## src/rtl/proc_scheduler_pkg.sv

```systemverilog
// Package: proc_scheduler_pkg
// Shared definitions for the round-robin process scheduler:
//   - default slot count, slot id width and PC width
//   - 3-bit FSM state encoding (IDLE=0 .. LOAD=5)
//   - helper that decodes the "switch in progress" states
package proc_scheduler_pkg;

    localparam int unsigned DefNumProc = 4;
    localparam int unsigned DefProcW   = 2;
    localparam int unsigned DefPcW     = 10;

    typedef enum logic [2:0] {
        StIdle  = 3'd0,
        StRun   = 3'd1,
        StDrain = 3'd2,
        StSave  = 3'd3,
        StPick  = 3'd4,
        StLoad  = 3'd5
    } sched_state_e;

    // Fetch/PC must stay frozen for the whole switch sequence.
    function automatic logic is_switching(sched_state_e st);
        return (st == StDrain) || (st == StSave) || (st == StPick) || (st == StLoad);
    endfunction

endpackage

```

## src/rtl/proc_scheduler_rr_picker.sv

```systemverilog
// Module: proc_scheduler_rr_picker
// Combinational round-robin find-next over the live-slot bitmap.
// Ports:
//   valid    in  NUM_PROC  live-slot bitmap
//   start_id in  PROC_W    first slot examined; search wraps modulo NUM_PROC
//   found    out 1         some slot is live
//   next_id  out PROC_W    first live slot at or after start_id (wrapping)
module proc_scheduler_rr_picker
    import proc_scheduler_pkg::*;
#(
    parameter int unsigned NUM_PROC = DefNumProc,
    parameter int unsigned PROC_W   = DefProcW
) (
    input  logic [NUM_PROC-1:0] valid,
    input  logic [PROC_W-1:0]   start_id,
    output logic                found,
    output logic [PROC_W-1:0]   next_id
);

    int unsigned idx;

    always_comb begin
        found   = 1'b0;
        next_id = '0;
        idx     = 0;
        for (int unsigned i = 0; i < NUM_PROC; i++) begin
            idx = 32'(start_id) + i;
            if (idx >= NUM_PROC) begin
                idx = idx - NUM_PROC;
            end
            if (!found && valid[idx[PROC_W-1:0]]) begin
                found   = 1'b1;
                next_id = idx[PROC_W-1:0];
            end
        end
    end

endmodule

```

## src/rtl/proc_scheduler.sv

```systemverilog
// Module: proc_scheduler
// Round-robin process scheduler. A switch (proc_swap, proc_end, or quantum expiry) stalls the
// pipeline, waits for it to drain, saves the outgoing PC (or retires the slot on proc_end),
// picks the next live slot starting after the current one, and reloads its PC.
// Configuration macro: PROC_SCHED_PREEMPT_EN builds the quantum counter and makes its expiry a
// switch trigger; without it scheduling is purely cooperative.
// Ports:
//   clock, reset                  clock, synchronous active-high reset
//   enable                        OS has handed control to the scheduler
//   proc_swap / proc_end          yield / terminate pulses from the control unit
//   proc_create/create_id/_pc     register a loaded slot and its entry PC
//   cur_pc                        resume PC of the running process
//   pipe_idle                     core drained, safe to swap
//   stall_req                     freeze fetch/PC while switching
//   pc_load / pc_next             1-cycle PC reload strobe and restored PC
//   cur_proc                      running slot
//   proc_valid                    live-slot bitmap
//   no_proc                       1-cycle pulse: nothing left to run
module proc_scheduler
    import proc_scheduler_pkg::*;
#(
    parameter int unsigned NUM_PROC = DefNumProc,
    parameter int unsigned PROC_W   = DefProcW,
    parameter int unsigned PC_W     = DefPcW,
    parameter int unsigned QUANTUM  = 1024,
    parameter int unsigned QNT_W    = 10
) (
    input  logic                clock,
    input  logic                reset,
    input  logic                enable,
    input  logic                proc_swap,
    input  logic                proc_end,
    input  logic                proc_create,
    input  logic [PROC_W-1:0]   create_id,
    input  logic [PC_W-1:0]     create_pc,
    input  logic [PC_W-1:0]     cur_pc,
    input  logic                pipe_idle,
    output logic                stall_req,
    output logic                pc_load,
    output logic [PC_W-1:0]     pc_next,
    output logic [PROC_W-1:0]   cur_proc,
    output logic [NUM_PROC-1:0] proc_valid,
    output logic                no_proc
);

    sched_state_e        state_q, state_d;
    logic [PC_W-1:0]     pc_table_q [NUM_PROC];
    logic [PC_W-1:0]     pc_table_d [NUM_PROC];
    logic [NUM_PROC-1:0] valid_q, valid_d;
    logic [PROC_W-1:0]   cur_q, cur_d;
    logic                end_f_q, end_f_d;
    logic                expire;
    logic [PROC_W-1:0]   start_id;
    logic                pick_found;
    logic [PROC_W-1:0]   pick_id;

    // Search begins after the running slot so the running slot is considered last.
    assign start_id = (cur_q == PROC_W'(NUM_PROC - 1)) ? '0 : cur_q + 1'b1;

    proc_scheduler_rr_picker #(
        .NUM_PROC (NUM_PROC),
        .PROC_W   (PROC_W)
    ) u_picker (
        .valid    (valid_q),
        .start_id (start_id),
        .found    (pick_found),
        .next_id  (pick_id)
    );

`ifdef PROC_SCHED_PREEMPT_EN
    logic [QNT_W-1:0] qcnt_q, qcnt_d;

    assign expire = (state_q == StRun) && (qcnt_q == QNT_W'(QUANTUM - 1));

    // Holds at expiry instead of wrapping; LOAD restarts the count.
    always_comb begin
        qcnt_d = qcnt_q;
        if (state_q == StLoad) begin
            qcnt_d = '0;
        end else if ((state_q == StRun) && !expire) begin
            qcnt_d = qcnt_q + 1'b1;
        end
    end

    always_ff @(posedge clock) begin
        if (reset) begin
            qcnt_q <= '0;
        end else begin
            qcnt_q <= qcnt_d;
        end
    end
`else
    logic unused_qnt_cfg;

    assign expire         = 1'b0;
    assign unused_qnt_cfg = ^{QUANTUM, QNT_W};
`endif

    always_comb begin
        state_d    = state_q;
        pc_table_d = pc_table_q;
        valid_d    = valid_q;
        cur_d      = cur_q;
        end_f_d    = end_f_q;
        pc_load    = 1'b0;
        pc_next    = '0;
        no_proc    = 1'b0;

        unique case (state_q)
            StIdle: begin
                if (enable && (|valid_q)) begin
                    state_d = StPick;
                end
            end
            StRun: begin
                if (proc_swap || proc_end || expire) begin
                    // A coincident swap and end is handled as an end.
                    end_f_d = proc_end;
                    state_d = StDrain;
                end
            end
            StDrain: begin
                if (pipe_idle) begin
                    state_d = StSave;
                end
            end
            StSave: begin
                if (end_f_q) begin
                    valid_d[cur_q] = 1'b0;
                end else begin
                    pc_table_d[cur_q] = cur_pc;
                end
                state_d = StPick;
            end
            StPick: begin
                if (pick_found) begin
                    cur_d   = pick_id;
                    state_d = StLoad;
                end else begin
                    no_proc = 1'b1;
                    state_d = StIdle;
                end
            end
            StLoad: begin
                pc_load = 1'b1;
                pc_next = pc_table_q[cur_q];
                state_d = StRun;
            end
            default: state_d = StIdle;
        endcase

        // The running slot cannot be overwritten while a process is active; this also keeps
        // creation from colliding with the SAVE write to the same slot.
        if (proc_create && ((state_q == StIdle) || (create_id != cur_q))) begin
            pc_table_d[create_id] = create_pc;
            valid_d[create_id]    = 1'b1;
        end
    end

    assign stall_req  = is_switching(state_q);
    assign cur_proc   = cur_q;
    assign proc_valid = valid_q;

    always_ff @(posedge clock) begin
        if (reset) begin
            state_q <= StIdle;
            valid_q <= '0;
            cur_q   <= '0;
            end_f_q <= 1'b0;
            for (int i = 0; i < NUM_PROC; i++) begin
                pc_table_q[i] <= '0;
            end
        end else begin
            state_q    <= state_d;
            valid_q    <= valid_d;
            cur_q      <= cur_d;
            end_f_q    <= end_f_d;
            pc_table_q <= pc_table_d;
        end
    end

endmodule

```

## config.mk

```make
export PLATFORM = sky130hd
export DESIGN_NAME = proc_scheduler
export DESIGN_NICKNAME = d
export VERILOG_FILES = /design/src/rtl/proc_scheduler_pkg.sv /design/src/rtl/proc_scheduler_rr_picker.sv /design/src/rtl/proc_scheduler.sv
export SDC_FILE = /design/constraint.sdc
export NUM_CORES = 1
export LEC_CHECK = 0
export CAP_MARGIN = 0
export CORE_ASPECT_RATIO = 1.2
export CORE_MARGIN = 4
export CORE_UTILIZATION = 35
export CTS_CLUSTER_SIZE = 8
export DETAILED_ROUTE_END_ITERATION = 10
export GPL_TIMING_DRIVEN = 0
export PLACE_DENSITY_LB_ADDON = 0.05
export SYNTH_ARGS = -nofsm -noshare
export SYNTH_HDL_FRONTEND = slang
export SYNTH_SLANG_ARGS = --single-unit
```

## constraint.sdc

```tcl
create_clock -name clock -period 2.9 [get_ports clock]
set_clock_uncertainty 0.2 [all_clocks]
set_input_delay 0.58 -clock clock [delete_from_list [all_inputs] [get_ports clock]]
set_output_delay 0.58 -clock clock [all_outputs]
set_load 0.01 [all_outputs]
```

## Word level (Yosys, flattened, before mapping)

Index checks and enable logic that the tools add are counted.

| storage, ports and cells | value |
|---|---|
| register bits | 50 |
| output and inout port bits | 19 |
| logic and storage cells | 118 |

| operators by class | value |
|---|---|
| equality and inequality tests | 10 |
| order comparisons | 16 |
| reductions and logical operators | 22 |
| mux-type cells | 49 |
| bitwise logic cells | 5 |
| add/sub/neg operators | 8 |

Operator list:

| cell | number |
|---|---|
| $mux W40 | 3 |
| $bwmux W40 | 2 |
| $mux W10 | 5 |
| $demux W10 S2 | 2 |
| $bmux W10 S2 | 1 |
| $lt A2 B3 Y1 const B | 6 |
| $mux W2 | 9 |
| $pmux W3 S6 | 1 |
| $ge A3 B3 Y1 const B | 5 |
| $mux W1 | 13 |
| $mux W3 | 4 |
| $mux W4 | 3 |
| $logic_and A1 B1 Y1 | 9 |
| $bmux W1 S2 | 4 |
| $sub A2 B1 Y2 const B | 4 |
| $add A2 B2 Y3 const B | 2 |
| $eq A3 B2 Y1 const B | 2 |
| $eq A3 B3 Y1 const B | 2 |
| $lt A3 B1 Y1 const B | 2 |
| $ne A2 B2 Y1 const B | 3 |
| $not A2 Y3 | 2 |
| $logic_or A1 B1 Y1 | 5 |
| $and A4 B4 Y4 | 1 |
| $demux W1 S2 | 2 |
| 14 further kinds | 18 |

## Logic depth before layout (Yosys ltp)

Gate-level depths: netlist of run 1.

| depth | value |
|---|---|
| depth after elaboration | 18 |
| gate-level depth with buffers | 8 |
| depth with buffers taken out | 7 |

## Modules after synthesis

A second synthesis of run 1 with hierarchy kept.

| unflattened totals | value |
|---|---|
| cell total of the unflattened synthesis | 360 |
| area, all modules | 3054.2 µm² |

Modules (own cells, without submodules):

| module | times used | cells an instance | area each (µm²) |
|---|---|---|---|
| proc_scheduler | 1 | 345 | 2976.6 |
| proc_scheduler_rr_picker | 1 | 15 | 77.6 |

## Worst setup path after synthesis of run 1

No wires, ideal clock.

| timing path | value |
|---|---|
| kind | reg-to-output |
| start point | register cur_q[0], in the netlist cur_proc[0] |
| end point | output port no_proc |
| slack | 0.207 ns |
| data required time | 2.120 ns |
| path buffers | 1 |
| data arrival time | 1.913 ns |
| cell stages (with the launch flop) | 8 |
| path through | dfxtp_1 -> buf_6 -> inv_1 -> ha_1 -> or2_2 -> mux2i_2 -> nand4_1 -> nor2_1 |

| on the way | value |
|---|---|
| longest elaborated chain between the ends | 18 |
| elaborated cells between the ends (all ways) | 38 |

Ends and longest elaborated chain:

| what | line | text |
|---|---|---|
| start: declaration | proc_scheduler.sv:50 | `logic [PROC_W-1:0] cur_q, cur_d;` |
| start signal: assignment | proc_scheduler.sv:176 | `cur_q <= cur_d;` |
| $add A2 B1 Y2 / $eq A2 B2 Y1 (equally long branches) | proc_scheduler.sv:58 | `assign start_id = (cur_q == PROC_W'(NUM_PROC - 1)) ? '0 : cur_q + 1'b1;` |
| $mux W2 (*) | proc_scheduler.sv:58 |  |
| branches (longest 13 deep; another with $add A2 B1 Y3) | -- |  |
| $mux W1 (*) | proc_scheduler_rr_picker.sv:31 | `if (!found && valid[idx[PROC_W-1:0]]) begin` |
| $mux W1 (*) | proc_scheduler.sv:136 | `if (pick_found) begin` |
| $mux W1 (*) | proc_scheduler.sv:109 | `unique case (state_q)` |
| end: declaration | proc_scheduler.sv:43 | `output logic no_proc` |

Every way passes the cells marked *. The select of a mux whose other input is x is not followed.

## Worst setup path in the final report of run 1

| timing path | value |
|---|---|
| start point | register cur_q[0], in the netlist cur_proc[0] |
| end point | output port pc_next[8] |

| on the way | value |
|---|---|
| longest elaborated chain between the ends | 5 |

Ends and longest elaborated chain:

| what | line | text |
|---|---|---|
| $not A2 Y3 (implied by the code) | proc_scheduler.sv:146 | `pc_next = pc_table_q[cur_q];` |
| $bmux W10 S2 | proc_scheduler.sv:146 |  |
| $mux W10 (implied by the code) (2 in a row) | proc_scheduler.sv:146 |  |
| $mux W10 | proc_scheduler.sv:109 |  |
| end: declaration | proc_scheduler.sv:40 | `output logic [PC_W-1:0] pc_next,` |

No other way between the ends. The select of a mux whose other input is x is not followed.

==> results of run 1 <==
==> state kept, by name, indices dropped and copies added (netlist names) <==
name        cells
pc_table_q     40
state_q         3
end_f_q         1
cur_proc        2
proc_valid      4
==> repair_timing <==
item	4_1_cts	5_1_grt
hold buffers	0	0
setup buffers	19	1
cloned	0	0
gates resized for setup	43	6
pin swaps	6	2
endpoints found under the setup margin	12	10
==> worst max-delay path: stages (launching register included) <==
cell and delay (ns):
sky130_fd_sc_hd__dfxtp_4 0.37, sky130_fd_sc_hd__buf_8 0.11, sky130_fd_sc_hd__buf_8 0.17, sky130_fd_sc_hd__mux4_2 0.51, sky130_fd_sc_hd__nor2b_1 0.14, sky130_fd_sc_hd__clkdlybuf4s50_1 0.47
==> through the flow <==
stage | power (uW) | setup TNS, ns | instance area (um^2) | instances | setup slack (ns)
floorplan | 953 | 0 | 2990 | 366 | 0.207
global placement | 1090 | -3.29 | 3590 | 526 | -0.471
detailed placement | 1090 | -3.30 | 3590 | 526 | -0.488
CTS | 1600 | -0.0335 | 3930 | 551 | -0.0335
global route | 1670 | -0.261 | 3940 | 551 | -0.0463
finish | 1600 | 0 | 3940 | 551 | 0.0211
==> layout by cell type (no fill, tap or decap), types with 11 or more instances in the layout <==
cell,count
sky130_fd_sc_hd__nand2_1,59
sky130_fd_sc_hd__dfxtp_1,48
sky130_fd_sc_hd__nor2_1,47
sky130_fd_sc_hd__nand3_1,41
sky130_fd_sc_hd__a311oi_1,40
sky130_fd_sc_hd__clkdlybuf4s50_1,39
sky130_fd_sc_hd__clkbuf_1,21
sky130_fd_sc_hd__buf_4,12
sky130_fd_sc_hd__mux4_2,12
sky130_fd_sc_hd__nor2b_1,11
==> power by group through the flow <==
stage	registers [uW]	clock network [uW]	logic, uW
after floorplan	764	0	188
after global placement	771	0	319
after detailed placement	771	0	321
after CTS	755	438	403
after global routing	761	465	439
final	755	435	407
==> cells by family after synthesis <==
group	after synthesis	share of synthesized area
xor+xnor	1	0.00293
simple gates	179	0.273
buf+inv	42	0.0582
flops	50	0.335
mux	18	0.113
fa+ha+maj	6	0.0251
compound gates	70	0.193
==> routing by layer <==
metal | up-vias | track usage | part of all wire
li1 | 1493 | - | -
met1 | 1542 | 0.275 | 0.43
met2 | 104 | 0.406 | 0.50
met3 | 15 | 0.0317 | 0.054
met4 | 0 | 0.0786 | 0.019
met5 | - | 0 | 0
==> worst max path at each step <==
stage                           start    endpoint  slack [ns]  cells after the start
after floorplan           cur_proc[0]     no_proc        0.21                      7
after global placement    cur_proc[0]     no_proc       -0.47                      8
after detailed placement  cur_proc[0]     no_proc       -0.49                      8
after CTS                 cur_proc[0]  state_q[2]       -0.03                     18
after global routing      cur_proc[0]  pc_next[8]       -0.05                      5
final                     cur_proc[0]  pc_next[8]        0.02                      5
==> layout make-up <==
type	count	area, um^2
Timing Repair Buffer	64	613
Multi-Input combinational cell	274	1880
Fill cell	842	4300
Sequential cell	50	1010
Buffer	32	170
Tap cell	114	143
Inverter	9	37.5
Clock buffer	5	68.8
Clock inverter	3	21.3
==> impl_results.md, run 1 <==
* Cells on Worst Hold Path at 2
* Final Util at 0.478
* GRT Overall Usage at 0.226
* Number of cells produced by synthesis at 366
* Leading post-synthesis cells by cell area: sky130_fd_sc_hd__dfxtp_1 (33%), sky130_fd_sc_hd__a311oi_1 (12%), sky130_fd_sc_hd__mux4_2 (9.0%)
* Combinational share of power at 0.255
* Global-route wire length before repair at 17.4 mm
* Pins Over Slew Limit at 0
* Max Fanout on Critical Path at 10
* Final weighted congestion in routability-driven placement at 0.815
* Maximum achievable frequency at 0.347 GHz
* CTS HTree Levels at 2
* Tmin final at 2.88 ns
* Aggregate global routing overflow at 0
* Final Setup Violations at 0
* Maximum vdd drop at 0.185 mV
* Arrival time at the worst endpoint at 2.10 ns
* Clock Pin Slew Worst Setup and Hold Paths at 0.11 ns
* Static power due to leakage at 0.00133 uW
* Area share of the leading cell type in the synthesized netlist at 0.335
* Hold Crit Endpoint: pc_table_q[25]
* Netlist area before placement at 2990 um^2
* Number of nets at the end of the flow at 471
* Tcrit/Tclk final at 0.993
* Total DRC errors in the routed layout at 0
* Startpoint type of the worst setup path: flip-flop
* Diode insertion count for antenna repair at 0
* Cell at the root of the clock tree: sky130_fd_sc_hd__clkbuf_8
* Net switching fraction of the power at 0.310
* Portion of total power attributed to the clock network at 0.272
* Data required time at the worst endpoint at 2.12 ns
* Initial Util at 0.363
* Count leader, synth: sky130_fd_sc_hd__nand2_1
* Worst Hold Launch: pc_table_q[25]
* Via count of the first global-routing pass at 3175
* Max-slew headroom at 0.500
* Starting DRC count in detailed routing at 254
* Die Ht at 109 um
* Most instantiated flip-flop cell in the synthesis netlist: sky130_fd_sc_hd__dfxtp_1
* Seq/Total Area, Yosys at 0.335
* Count of flip-flops with a built-in enable after synthesis at 0
* DRT Wirelength at 11.2 mm
* Tightest Pin Transition at 0.750 ns
* Element type at the critical path end: output pin
* Cell Pwr Density at 405 nW/um^2
* Top cell types by occurrence after synthesis: sky130_fd_sc_hd__nand2_1 (60), sky130_fd_sc_hd__dfxtp_1 (50), sky130_fd_sc_hd__nor2_1 (47)
* Outcome: finished, final reports clean
* Worst hold margin at 0.287 ns
* Hold Violations, Final at 0
* # port buffers at 46
* Count of maximum capacitance violations at 0
* Core box area at 8240 um^2
* Synth warnings at 0
* Post-synthesis async set-or-reset flop share at 0
* Start of the worst register-to-register path: cur_proc[0]
* Number of vias in the routed layout at 3154
* Number of unique standard cell types used by synthesis at 51
* Count of cells along the worst register-to-register path at 17
* # clock sinks at 50
* Net count of the mapped netlist at 401
* Pint at 1100 uW
* Width of the die at 92.4 um
* Layout overhead on the synthesized area at 31.9%
* Mean number of vias per cell at 5.72
* Proportion of layout cells with a drive suffix above 1 at 0.158
* Sequential power share at 0.473
* Endpoint of the lowest-slack register-to-register path: state_q[2]
* Standard-cell row count at 36
* Cell type with the highest aggregate area in the netlist: sky130_fd_sc_hd__dfxtp_1
* Largest net degree at the start of global routing at 17
* Avg Inst Size Synth at 8.17 um^2
* Maximum number of buffers from clock root to sink at 2
* Total iterations of the first detailed-routing run at 5
* Sw Pwr at 496 uW
* Antenna Violating Nets Remaining at 0
* Post-detail-place hpwl at 7.27 mm
* Class of the tightest hold or removal check: reg2reg
* Path type of the worst setup path: reg2out
* Clock network latency to the later pin of the worst-skew pair at 0.31 ns
* Count of state elements after synthesis at 50
* Ports placed on the boundary at 48
* Die Footprint at 10100 um^2
* Number of antenna violations at the first check in global routing at 0
* Clock buffers created by TritonCTS at 5
* RSZ-0062 raised after global routing: yes
* Routed wirelength normalized by instance count at 20.4 um
* Setup slack, reg-to-reg at 0.05 ns
* TritonCTS clock tree: done
Note: power is estimated with default switching activity, not from simulation.
==> run 2: changes to the inputs <==
--- a/config.mk
+++ b/config.mk
@@ -5,7 +5,7 @@
 export SDC_FILE = /design/constraint.sdc
 export NUM_CORES = 1
 export LEC_CHECK = 0
-export CAP_MARGIN = 0
+export CAP_MARGIN = 20
 export CORE_ASPECT_RATIO = 1.2
 export CORE_MARGIN = 4
 export CORE_UTILIZATION = 35
==> results of run 2 <==
Final layout, timing and power as in run 1 (identical DEF).
==> run 3: changes to the inputs <==
--- a/config.mk
+++ b/config.mk
@@ -15,4 +15,5 @@
 export PLACE_DENSITY_LB_ADDON = 0.05
 export SYNTH_ARGS = -nofsm -noshare
 export SYNTH_HDL_FRONTEND = slang
+export SYNTH_HIERARCHICAL = 1
 export SYNTH_SLANG_ARGS = --single-unit
==> run 3 against run 2 <==
  * Combinational power fell by 39%
  * Synthesized cell count fell by 1.6%
  * Largest power group unchanged
  * Hold slack improved by 0.023 ns
==> impl_results.md, run 3 <==
* Data required time at the worst endpoint at 2.12 ns
* Cell Pwr Density at 376 nW/um^2
* Global-route wire length before repair at 19.0 mm
* Tmin final at 2.82 ns
* Outcome: finished, final reports clean
* Width of the die at 93.3 um
* Cell type with the highest aggregate area in the netlist: sky130_fd_sc_hd__dfxtp_1
* Routed wirelength normalized by instance count at 24.2 um
* Number of antenna violations at the first check in global routing at 0
* Register bank with the most flops: pc_table_q
* Commonest non-fill, non-tap cell in the layout: sky130_fd_sc_hd__dfxtp_1
* Count of flip-flops with a built-in enable after synthesis at 0
* Class of the tightest hold or removal check: reg2reg
* Standard-cell row count at 37
* Clock network latency to the later pin of the worst-skew pair at 0.31 ns
* Initial Util at 0.357
* Worst-path cell with the longest stage delay: sky130_fd_sc_hd__mux4_2
* Die Footprint at 10300 um^2
* Post-detail-place hpwl at 8.46 mm
* Via count of the first global-routing pass at 3281
* Clock buffers created by TritonCTS at 5
* # port buffers at 46
* Diode insertion count for antenna repair at 0
* Starting DRC count in detailed routing at 335
* Max FFs per register at 40
* Largest net degree at the start of global routing at 16
* Avg Inst Size Synth at 8.48 um^2
* Tcrit/Tclk final at 0.973
* # clock sinks at 50
* Path type of the worst setup path: reg2out
* Cells on Worst Hold Path at 2
* Leading post-synthesis cells by cell area: sky130_fd_sc_hd__dfxtp_1 (33%), sky130_fd_sc_hd__a311oi_1 (11%), sky130_fd_sc_hd__a211oi_1 (8.4%)
* Synth warnings at 6
* Cell Chain, Critical Path: buf_8 -> mux4_2 -> and3_1 -> clkdlybuf4s50_1
* Worst hold margin at 0.311 ns
* Top cell types by occurrence after synthesis: sky130_fd_sc_hd__dfxtp_1 (50), sky130_fd_sc_hd__o21ai_0 (44), sky130_fd_sc_hd__nand3_1 (43)
* Area used by sequential logic in the layout at 1010 um^2
* Max Fanout on Critical Path at 8
* Filler cell count at 878
* Pins Over Slew Limit at 0
* Ports placed on the boundary at 48
* Max-slew headroom at 0.482
* Peak per-stage delay on the critical path at 0.50 ns
* Post-synthesis async set-or-reset flop share at 0
* Mean number of vias per cell at 6.36
* Final weighted congestion in routability-driven placement at 0.904
* CTS HTree Levels at 2
* Cell at the root of the clock tree: sky130_fd_sc_hd__clkbuf_8
* Startpoint type of the worst setup path: flip-flop
* Aggregate global routing overflow at 0
* Maximum achievable frequency at 0.354 GHz
* Count of cells along the worst register-to-register path at 6
* Most instantiated flip-flop cell in the synthesis netlist: sky130_fd_sc_hd__dfxtp_1
* Maximum vdd drop at 0.224 mV
* Number of cells produced by synthesis at 360
* Maximum number of buffers from clock root to sink at 2
* Total iterations of the first detailed-routing run at 5
* Count leader, synth: sky130_fd_sc_hd__dfxtp_1
* Clock Pin Slew Worst Setup and Hold Paths at 0.10 ns
* Arrival time at the worst endpoint at 2.04 ns
* RSZ-0062 raised after global routing: no
* TritonCTS clock tree: done
* Hold Violations, Final at 0
* Core box area at 8560 um^2
* DRT Wirelength at 12.8 mm
* Area share of the leading cell type in the synthesized netlist at 0.328
* Netlist area before placement at 3050 um^2
* Total DRC errors in the routed layout at 0
* Count of state elements after synthesis at 50
* Seq/Total Area, Yosys at 0.328
* Element type at the critical path end: output pin
* Layout overhead on the synthesized area at 24.3%
* Antenna Violating Nets Remaining at 0
* Setup repair bufs after CTS at 0
* Number of vias in the routed layout at 3362
* Net count of the mapped netlist at 394
* Final Util at 0.443
* Proportion of layout cells with a drive suffix above 1 at 0.0971
* Total area of multi-input combinational cells at 1810 um^2
* Die Ht at 110 um
* Tightest Pin Transition at 0.777 ns
* Count of maximum capacitance violations at 0
* Number of nets at the end of the flow at 446
* GRT Overall Usage at 0.250
* Number of unique standard cell types used by synthesis at 42
* Most used cells in the layout excluding fill and tap cells: sky130_fd_sc_hd__dfxtp_1 (46), sky130_fd_sc_hd__o21ai_0 (44), sky130_fd_sc_hd__nand3_1 (43)
* Final Setup Violations at 0
* Static power due to leakage at 0.00118 uW
[run 3: cell count changes after synthesis, moves of 4 or more]
cell                       before  now
sky130_fd_sc_hd__a211oi_1       1   34
sky130_fd_sc_hd__and3_1         2   10
sky130_fd_sc_hd__clkbuf_1      24   34
sky130_fd_sc_hd__inv_1          8   12
sky130_fd_sc_hd__nand2_1       60    2
sky130_fd_sc_hd__nor2_1        47    7
sky130_fd_sc_hd__nor2b_1       11    3
sky130_fd_sc_hd__nor3_1         2   11
sky130_fd_sc_hd__o21ai_0        3   44
[run 3: stage by stage]
stage	setup slack (ns)	power [uW]	std cells	cell area, um^2	TNS [ns]
finish	0.0775	1430	529	3800	0
global route	0.0317	1470	529	3800	0
CTS	0.00456	1420	530	3790	0
detailed placement	-0.175	1000	523	3660	-1.40
global placement	-0.177	1000	523	3660	-1.43
floorplan	0.577	880	360	3050	0
[run 3: logic make-up (layout without fill, tap and decap cells)]
kind of cell | after synthesis | count (layout) | synth area share
muxes | 12 | 12 | 0.0803
adders and majority gates | 5 | 5 | 0.0205
DFF | 50 | 50 | 0.328
AOI/OAI and AO/OA | 141 | 141 | 0.320
and+or+nand+nor | 92 | 92 | 0.168
buffers and inverters | 60 | 112 | 0.0832
[run 3: timing repair]
action                     4_1_cts  5_1_grt
setup endpoints to repair       12        6
pin swaps                        0        0
gates resized for setup         24        6
hold buffers                     0        0
gates cloned                     0        0
[run 3: worst paths after layout]
check	from	slack [ns]	end
hold reg to reg	end_f_q	0.31	end_f_q
hold / removal	end_f_q	0.31	end_f_q
setup reg to reg	cur_proc[1]	0.43	pc_table_q[37]
setup / recovery	cur_proc[0]	0.08	pc_next[0]
[run 3: final cells by class]
| cell class | count | share of cell area |
|---|---|---|
| Tap cell | 117 | 0.0386 |
| Timing Repair Buffer | 46 | 0.120 |
| Buffer | 45 | 0.0636 |
| Sequential cell | 50 | 0.266 |
| Inverter | 14 | 0.0138 |
| Clock inverter | 2 | 0.00396 |
| Clock buffer | 5 | 0.0181 |
| Multi-Input combinational cell | 250 | 0.476 |
[run 3: report_power, final]
part	switching (uW)	leakage, uW	internal (uW)
logic	138	0.000733	110
registers	24.3	0.000411	721
clock network	267	0.0000362	166
[run 3: critical path: cells and delay by family, from the launching register on]
kind,cells,cell delay (ns)
buffers and inverters,2,0.63
flip-flops,1,0.40
multiplexers,1,0.50
AND/OR/NAND/NOR,1,0.20
[run 3: layer usage]
layer | vias to the layer above | global-route usage | share of wire
li1 | 1518 | - | -
met1 | 1619 | 0.309 | 0.42
met2 | 179 | 0.419 | 0.46
met3 | 46 | 0.0482 | 0.078
met4 | 0 | 0.120 | 0.042
met5 | - | 0 | 0
